<file path="config.mk">
export PLATFORM = sky130hd
export DESIGN_NAME = sc_stream_sequencer
export DESIGN_NICKNAME = d
export VERILOG_FILES = /design/src/rtl/sc_pkg.sv /design/src/rtl/sc_ones_counter.sv /design/src/rtl/sc_stream_sequencer.sv
export SDC_FILE = /design/constraint.sdc
export NUM_CORES = 1
export LEC_CHECK = 0
export BUFFER_PORTS_ARGS = -buffer_cell sky130_fd_sc_hd__buf_2
export CAP_MARGIN = 25
export CELL_PAD_IN_SITES_DETAIL_PLACEMENT = 1
export CELL_PAD_IN_SITES_GLOBAL_PLACEMENT = 1
export CORE_UTILIZATION = 41
export DETAILED_ROUTE_END_ITERATION = 6
export MAX_ROUTING_LAYER = met4
export PLACE_DENSITY_LB_ADDON = 0.1
export SYNTH_ARGS = -nofsm -noshare
export SYNTH_HDL_FRONTEND = slang
export SYNTH_SLANG_ARGS = --single-unit
</file>
<file path="constraint.sdc">
create_clock -name clk -period 2.3 [get_ports clk]
set_input_delay 0.23 -clock clk [delete_from_list [all_inputs] [get_ports clk]]
set_output_delay 0.23 -clock clk [all_outputs]
set_load 0.02 [all_outputs]
</file>
<file path="src/rtl/sc_pkg.sv">
// Shared types for the stochastic stream sequencer.
// Op codes, FSM states and the bitstream combine function.
package sc_pkg;

   localparam int SC_PROB_W = 8;

   typedef enum logic [1:0] {
      SC_OP_AND    = 2'b00,
      SC_OP_OR     = 2'b01,
      SC_OP_XOR    = 2'b10,
      SC_OP_PASS_A = 2'b11
   } sc_op_t;

   typedef enum logic [1:0] {
      SEQ_IDLE,
      SEQ_SEED,
      SEQ_RUN,
      SEQ_DONE
   } sc_seq_state_t;

   function automatic logic sc_combine(sc_op_t op, logic a, logic b);
      logic c;
      c = 1'b0;
      unique case (op)
         SC_OP_AND:    c = a & b;
         SC_OP_OR:     c = a | b;
         SC_OP_XOR:    c = a ^ b;
         SC_OP_PASS_A: c = a;
      endcase
      return c;
   endfunction

endpackage

</file>
<file path="src/rtl/sc_ones_counter.sv">
// Cycle counter and ones accumulator for one stochastic run.
// wrap_o flags the last counted cycle of the run.
module sc_ones_counter #(
   parameter int unsigned LEN_LOG2 = 10
) (
   input  logic              clk,
   input  logic              rst_n,
   input  logic              clr_i,
   input  logic              en_i,
   input  logic              bit_i,
   output logic [LEN_LOG2:0] ones_o,
   output logic              wrap_o
);

   logic [LEN_LOG2-1:0] cnt_q, cnt_d;
   logic [LEN_LOG2:0]   ones_q, ones_d;

   always_comb begin
      cnt_d  = cnt_q;
      ones_d = ones_q;
      if (clr_i) begin
         cnt_d  = '0;
         ones_d = '0;
      end else if (en_i) begin
         cnt_d  = cnt_q + 1'b1;
         ones_d = ones_q + (LEN_LOG2+1)'(bit_i);
      end
   end

   always_ff @(posedge clk or negedge rst_n) begin
      if (!rst_n) begin
         cnt_q  <= '0;
         ones_q <= '0;
      end else begin
         cnt_q  <= cnt_d;
         ones_q <= ones_d;
      end
   end

   assign ones_o = ones_q;
   assign wrap_o = en_i && (cnt_q == '1);

endmodule

</file>
<file path="src/rtl/sc_stream_sequencer.sv">
// Job sequencer for a pair of stochastic number generators.
// Seeds, runs N cycles, counts combined ones, returns a scaled result.
module sc_stream_sequencer
   import sc_pkg::*;
#(
   parameter int unsigned LEN_LOG2 = 10
) (
   input  logic                 clk,
   input  logic                 rst_n,
   input  logic                 req_valid,
   output logic                 req_ready,
   input  logic [SC_PROB_W-1:0] req_prob_a,
   input  logic [SC_PROB_W-1:0] req_prob_b,
   input  logic [1:0]           req_op,
   input  logic                 abort,
   output logic                 sng_rst,
   output logic [SC_PROB_W-1:0] sng_prob_a,
   output logic [SC_PROB_W-1:0] sng_prob_b,
   input  logic                 bit_a,
   input  logic                 bit_b,
   output logic                 rsp_valid,
   input  logic                 rsp_ready,
   output logic [SC_PROB_W-1:0] rsp_result,
   output logic [LEN_LOG2:0]    rsp_ones
);

   localparam int unsigned SHIFT = LEN_LOG2 - 8;

   sc_seq_state_t        state_q, state_d;
   sc_op_t               op_q;
   logic [SC_PROB_W-1:0] prob_a_q, prob_b_q;
   logic                 rsp_valid_q;
   logic [SC_PROB_W-1:0] rsp_result_q;
   logic [LEN_LOG2:0]    rsp_ones_q;

   logic                 cnt_clr, cnt_en, wrap;
   logic [LEN_LOG2:0]    ones, ones_sh;
   logic [SC_PROB_W-1:0] scaled;

   sc_ones_counter #(.LEN_LOG2(LEN_LOG2)) u_cnt (
      .clk    (clk),
      .rst_n  (rst_n),
      .clr_i  (cnt_clr),
      .en_i   (cnt_en),
      .bit_i  (sc_combine(op_q, bit_a, bit_b)),
      .ones_o (ones),
      .wrap_o (wrap)
   );

   always_ff @(posedge clk or negedge rst_n) begin
      if (!rst_n) state_q <= SEQ_IDLE;
      else        state_q <= state_d;
   end

   always_comb begin
      state_d = state_q;
      case (state_q)
         SEQ_IDLE: if (req_valid) state_d = SEQ_SEED;
         SEQ_SEED: state_d = abort ? SEQ_IDLE : SEQ_RUN;
         SEQ_RUN: begin
            if (abort)     state_d = SEQ_IDLE;
            else if (wrap) state_d = SEQ_DONE;
         end
         SEQ_DONE: begin
            if (abort || (rsp_valid_q && rsp_ready)) state_d = SEQ_IDLE;
         end
         default: state_d = SEQ_IDLE;
      endcase
   end

   always_comb begin
      req_ready = (state_q == SEQ_IDLE);
      sng_rst   = (state_q == SEQ_SEED);
      cnt_en    = (state_q == SEQ_RUN) && !abort;
      cnt_clr   = (state_q != SEQ_RUN) || abort;
   end

   // Saturate so a run of all ones (ones == N) still fits 8 bits.
   assign ones_sh = ones >> SHIFT;
   assign scaled  = (ones_sh > (LEN_LOG2+1)'(255)) ? 8'hFF : ones_sh[7:0];

   // Results are captured one cycle into DONE, after the last sample lands.
   always_ff @(posedge clk or negedge rst_n) begin
      if (!rst_n) begin
         op_q         <= SC_OP_AND;
         prob_a_q     <= '0;
         prob_b_q     <= '0;
         rsp_valid_q  <= 1'b0;
         rsp_result_q <= '0;
         rsp_ones_q   <= '0;
      end else begin
         if (req_valid && req_ready) begin
            op_q     <= sc_op_t'(req_op);
            prob_a_q <= req_prob_a;
            prob_b_q <= req_prob_b;
         end
         if (state_q == SEQ_DONE) begin
            if (abort) begin
               rsp_valid_q <= 1'b0;
            end else if (!rsp_valid_q) begin
               rsp_valid_q  <= 1'b1;
               rsp_ones_q   <= ones;
               rsp_result_q <= scaled;
            end else if (rsp_ready) begin
               rsp_valid_q <= 1'b0;
            end
         end
      end
   end

   assign sng_prob_a = prob_a_q;
   assign sng_prob_b = prob_b_q;
   assign rsp_valid  = rsp_valid_q;
   assign rsp_result = rsp_result_q;
   assign rsp_ones   = rsp_ones_q;

endmodule

</file>
==> out/qor.csv <==
metric,value,unit
number of flops mapped to enable cells by yosys,0,
Via-to-Cell Ratio,5.09,
clk_skew,0.00758,ns
die area,6740,sq um
pins over their slew limit,0,
final setup fails,0,
GRT Total Usage,20.0,%
area share of the largest cell type after synthesis,58.1,%
final worst slack,0.251,ns
Startpoint Class,flip-flop,
I/O Pins,63,
clock sink count,61,
status,"finished, final reports clean",
"Req. time, crit path",2.54,ns
dpl hpwl,3970,um
Net Sw Frac,33.3,%
Vias,1882,
layout net count,321,
"slowest stage cell, crit path",or4_1,
Synth area leader,dfrtp_1,
DRC,0,
initial antenna violation count,0,
Synth top cells by count,"dfrtp_1, mux2_2, nor2_1, a21oi_1, nand3_1",
RSZ-0062 raised after global routing,false,
Max-Cap Viols,0,
sequential cell area,1530,sq um
dpl cells,354,
R2R setup slack,0.25,ns
Main synth FF type,dfrtp_1,
Iter 0 DRT Violations,60,
P_leak,1.51,nW
vias in the first global route,2018,
Comb power frac,29.1,%
Antenna diodes,0,
final worst path period need,2.05,ns
R2R cell count,6,
FF-to-FF End,u_cnt.ones_o[10]$_DFF_PN0_,
YS warnings,0,
Seq pwr share,44.4,%
core area,6060,sq um
synthesized net count,252,
"Top cell by count, worst path",ha_1,
measured slew at the worst slew-check pin,0.648,ns
post-synthesis to final-layout area growth,22.0,%
post-synthesis sequential area ratio,58.1,%
"Reg clk slew, reported paths",0.07,ns
Clock Tree Buf Depth,2,
mean post-synth cell area,11.8,sq um
Layout Cells excl Fill,370,
power density over the cells,1020,nW/um^2
Slew Limit Headroom,56.7,%
total gr overflow,0,
largest net degree at the start of global routing,25,
CP peak stage delay,0.48,ns
post-CTS setup buffers,0,
Skew-Pair Late Insertion Delay,0.33,ns
Die H,82.1,um
crit path to,u_cnt.ones_o[10]$_DFF_PN0_,
clock power share,26.5,%
P_int,0.00218,W
CP endpoint kind,flip-flop,
first-pass GRT wire length,9580,um
multi-input logic area,1020,sq um
layout cells sized above 1,39.0,%
Fin. Hold Viols,0,
"Distinct cells, synth",33,
TritonCTS clock tree,built,
post-route ant nets,0,
final core occ,52.9,%
Post-Syn Area,2630,sq um
GP Congestion,0.693,
routed wire length,5670,um
dpl ws,0.0863,ns
crit path launch,op_q[0]$_DFFE_PN0P_,
most common cell in the netlist,dfrtp_1,
synthesized instance count,222,
FP Rows,28,
Switch Pwr,0.00109,W
Critical Path AT,2.29,ns
f_max,488,MHz
worst flop-to-flop path startpoint,op_q[0]$_DFFE_PN0P_,
fin crit share,89.1,%
worst vdd ir,0.000602,V
CTS Buf Count,9,
Initial Util,43.4,%
Fin Setup TNS,0,ns
fill count,689,
die width,82.1,um
H-Tree Depth,3,
crit path cell chain,"mux4_2, ha_1, ha_1, nand2_1, or4_1, a21oi_1",
post-cts gate resize count,0,
Synth async-reset ratio,100,%
WS Path Type,flip-flop to flip-flop,
"top cells by area, synth","dfrtp_1, mux2_2, nor2_1",
"flops & latches, synth",61,
Avg WL per Cell,15.3,um
HP Class,input pin to flip-flop,
crit path max fanout,4,
count of buffers from port buffering,62,
root cell of the clock tree,clkbuf_8,
TritonRoute pass-1 iters,4,
logic make-up after synthesis:
logic type / Yosys count / share of synthesized area (%)
AOI/OAI and AO/OA: 33 / 7.38
muxes: 30 / 13.3
and+or+nand+nor: 68 / 13.5
adders and majority gates: 5 / 2.38
DFF: 61 / 58.1
xor gates and xnor gates: 6 / 2.00
buffers and inverters: 19 / 3.43
flip-flops by register name, indices dropped and copies added (netlist names):
signal and count:
rsp_ones 11, u_cnt.ones_o 11, u_cnt.cnt_q 10, rsp_result 8, sng_prob_a 8, sng_prob_b 8, op_q 2, state_q 2
rsp_valid 1
worst min path at each step:
stage / end / startpoint / cells after the start / slack [ns]
2_1_floorplan: op_q[0]$_DFFE_PN0P_ / rst_n / 0 / -0.07
3_3_place_gp: rsp_ones[9]$_DFFE_PN0P_ / rst_n / 1 / 0.20
3_5_place_dp: rsp_ones[9]$_DFFE_PN0P_ / rst_n / 1 / 0.20
4_1_cts: sng_prob_a[7]$_DFFE_PN0P_ / req_prob_a[7] / 2 / 0.11
5_1_grt: sng_prob_a[2]$_DFFE_PN0P_ / req_prob_a[2] / 2 / 0.11
6_report: sng_prob_a[7]$_DFFE_PN0P_ / req_prob_a[7] / 2 / 0.12
worst max-delay path: cells and delay by family (launching register included):
family,cells,cell delay [ns]
fa+ha+maj,2,0.46
simple gates,2,0.61
flops,1,0.40
mux,1,0.34
compound gates,1,0.15
routing by layer:
layer	global-route usage, %	share of wire, %
met1	24.5	46
met2	31.7	49
met3	5.00	3.6
met4	7.89	1.3
met5	-	0
area by class of cell:
| type | count | share of cell area (%) |
|---|---|---|
| tap | 75 | 2.93 |
| clock buffer | 14 | 5.38 |
| clock inverter | 1 | 0.156 |
| inverter | 9 | 1.05 |
| timing repair buffer | 68 | 11.2 |
| sequential | 61 | 47.6 |
| multi-input combinational | 142 | 31.7 |
what timing repair did:
action	CTS	global route
hold endpoints to repair	18	0
hold buffers	1	0
endpoints found under the setup margin	0	0
power groups by stage:
stage	Combinational (W)	Clock [W]	Sequential [W]
final	0.000951	0.000865	0.00145
after global routing	0.00105	0.000936	0.00150
after CTS	0.000972	0.000895	0.00146
after detailed placement	0.000966	0	0.00147
after global placement	0.000941	0	0.00146
after floorplan	0.000371	0	0.00171
placed cells by master, fill, tap and decap left out:
cell / count
clkbuf_8: 12
o31ai_1: 3
or4_1: 3
xor2_1: 4
inv_1: 9
clkinv_2: 1
and2_1: 3
xnor2_1: 2
ha_1: 5
buf_2: 62
mux4_2: 1
o21a_1: 2
o21ai_0: 6
or3_1: 5
nor2_1: 26
nand3_1: 12
nor3b_2: 2
a21oi_1: 17
a31oi_1: 1
nor3_1: 2
dlygate4sd3_1: 1
buf_4: 5
nand2_1: 9
nand4_1: 2
nand2b_1: 1
dfrtp_1: 61
o311ai_0: 2
o41ai_1: 2
or3_2: 1
mux2_2: 29
clkbuf_1: 2
nand4_4: 1
and4bb_2: 1
metrics by stage:
stage               hold slack (ns)  power [W]  instance area [sq um]
finish                        0.122    0.00327                   3210
global placement              0.203    0.00240                   3020
CTS                           0.111    0.00332                   3210
detailed placement            0.199    0.00244                   3020
global route                  0.107    0.00348                   3210
floorplan                   -0.0656    0.00209                   2630
Note: power is estimated with default switching activity, not from simulation.
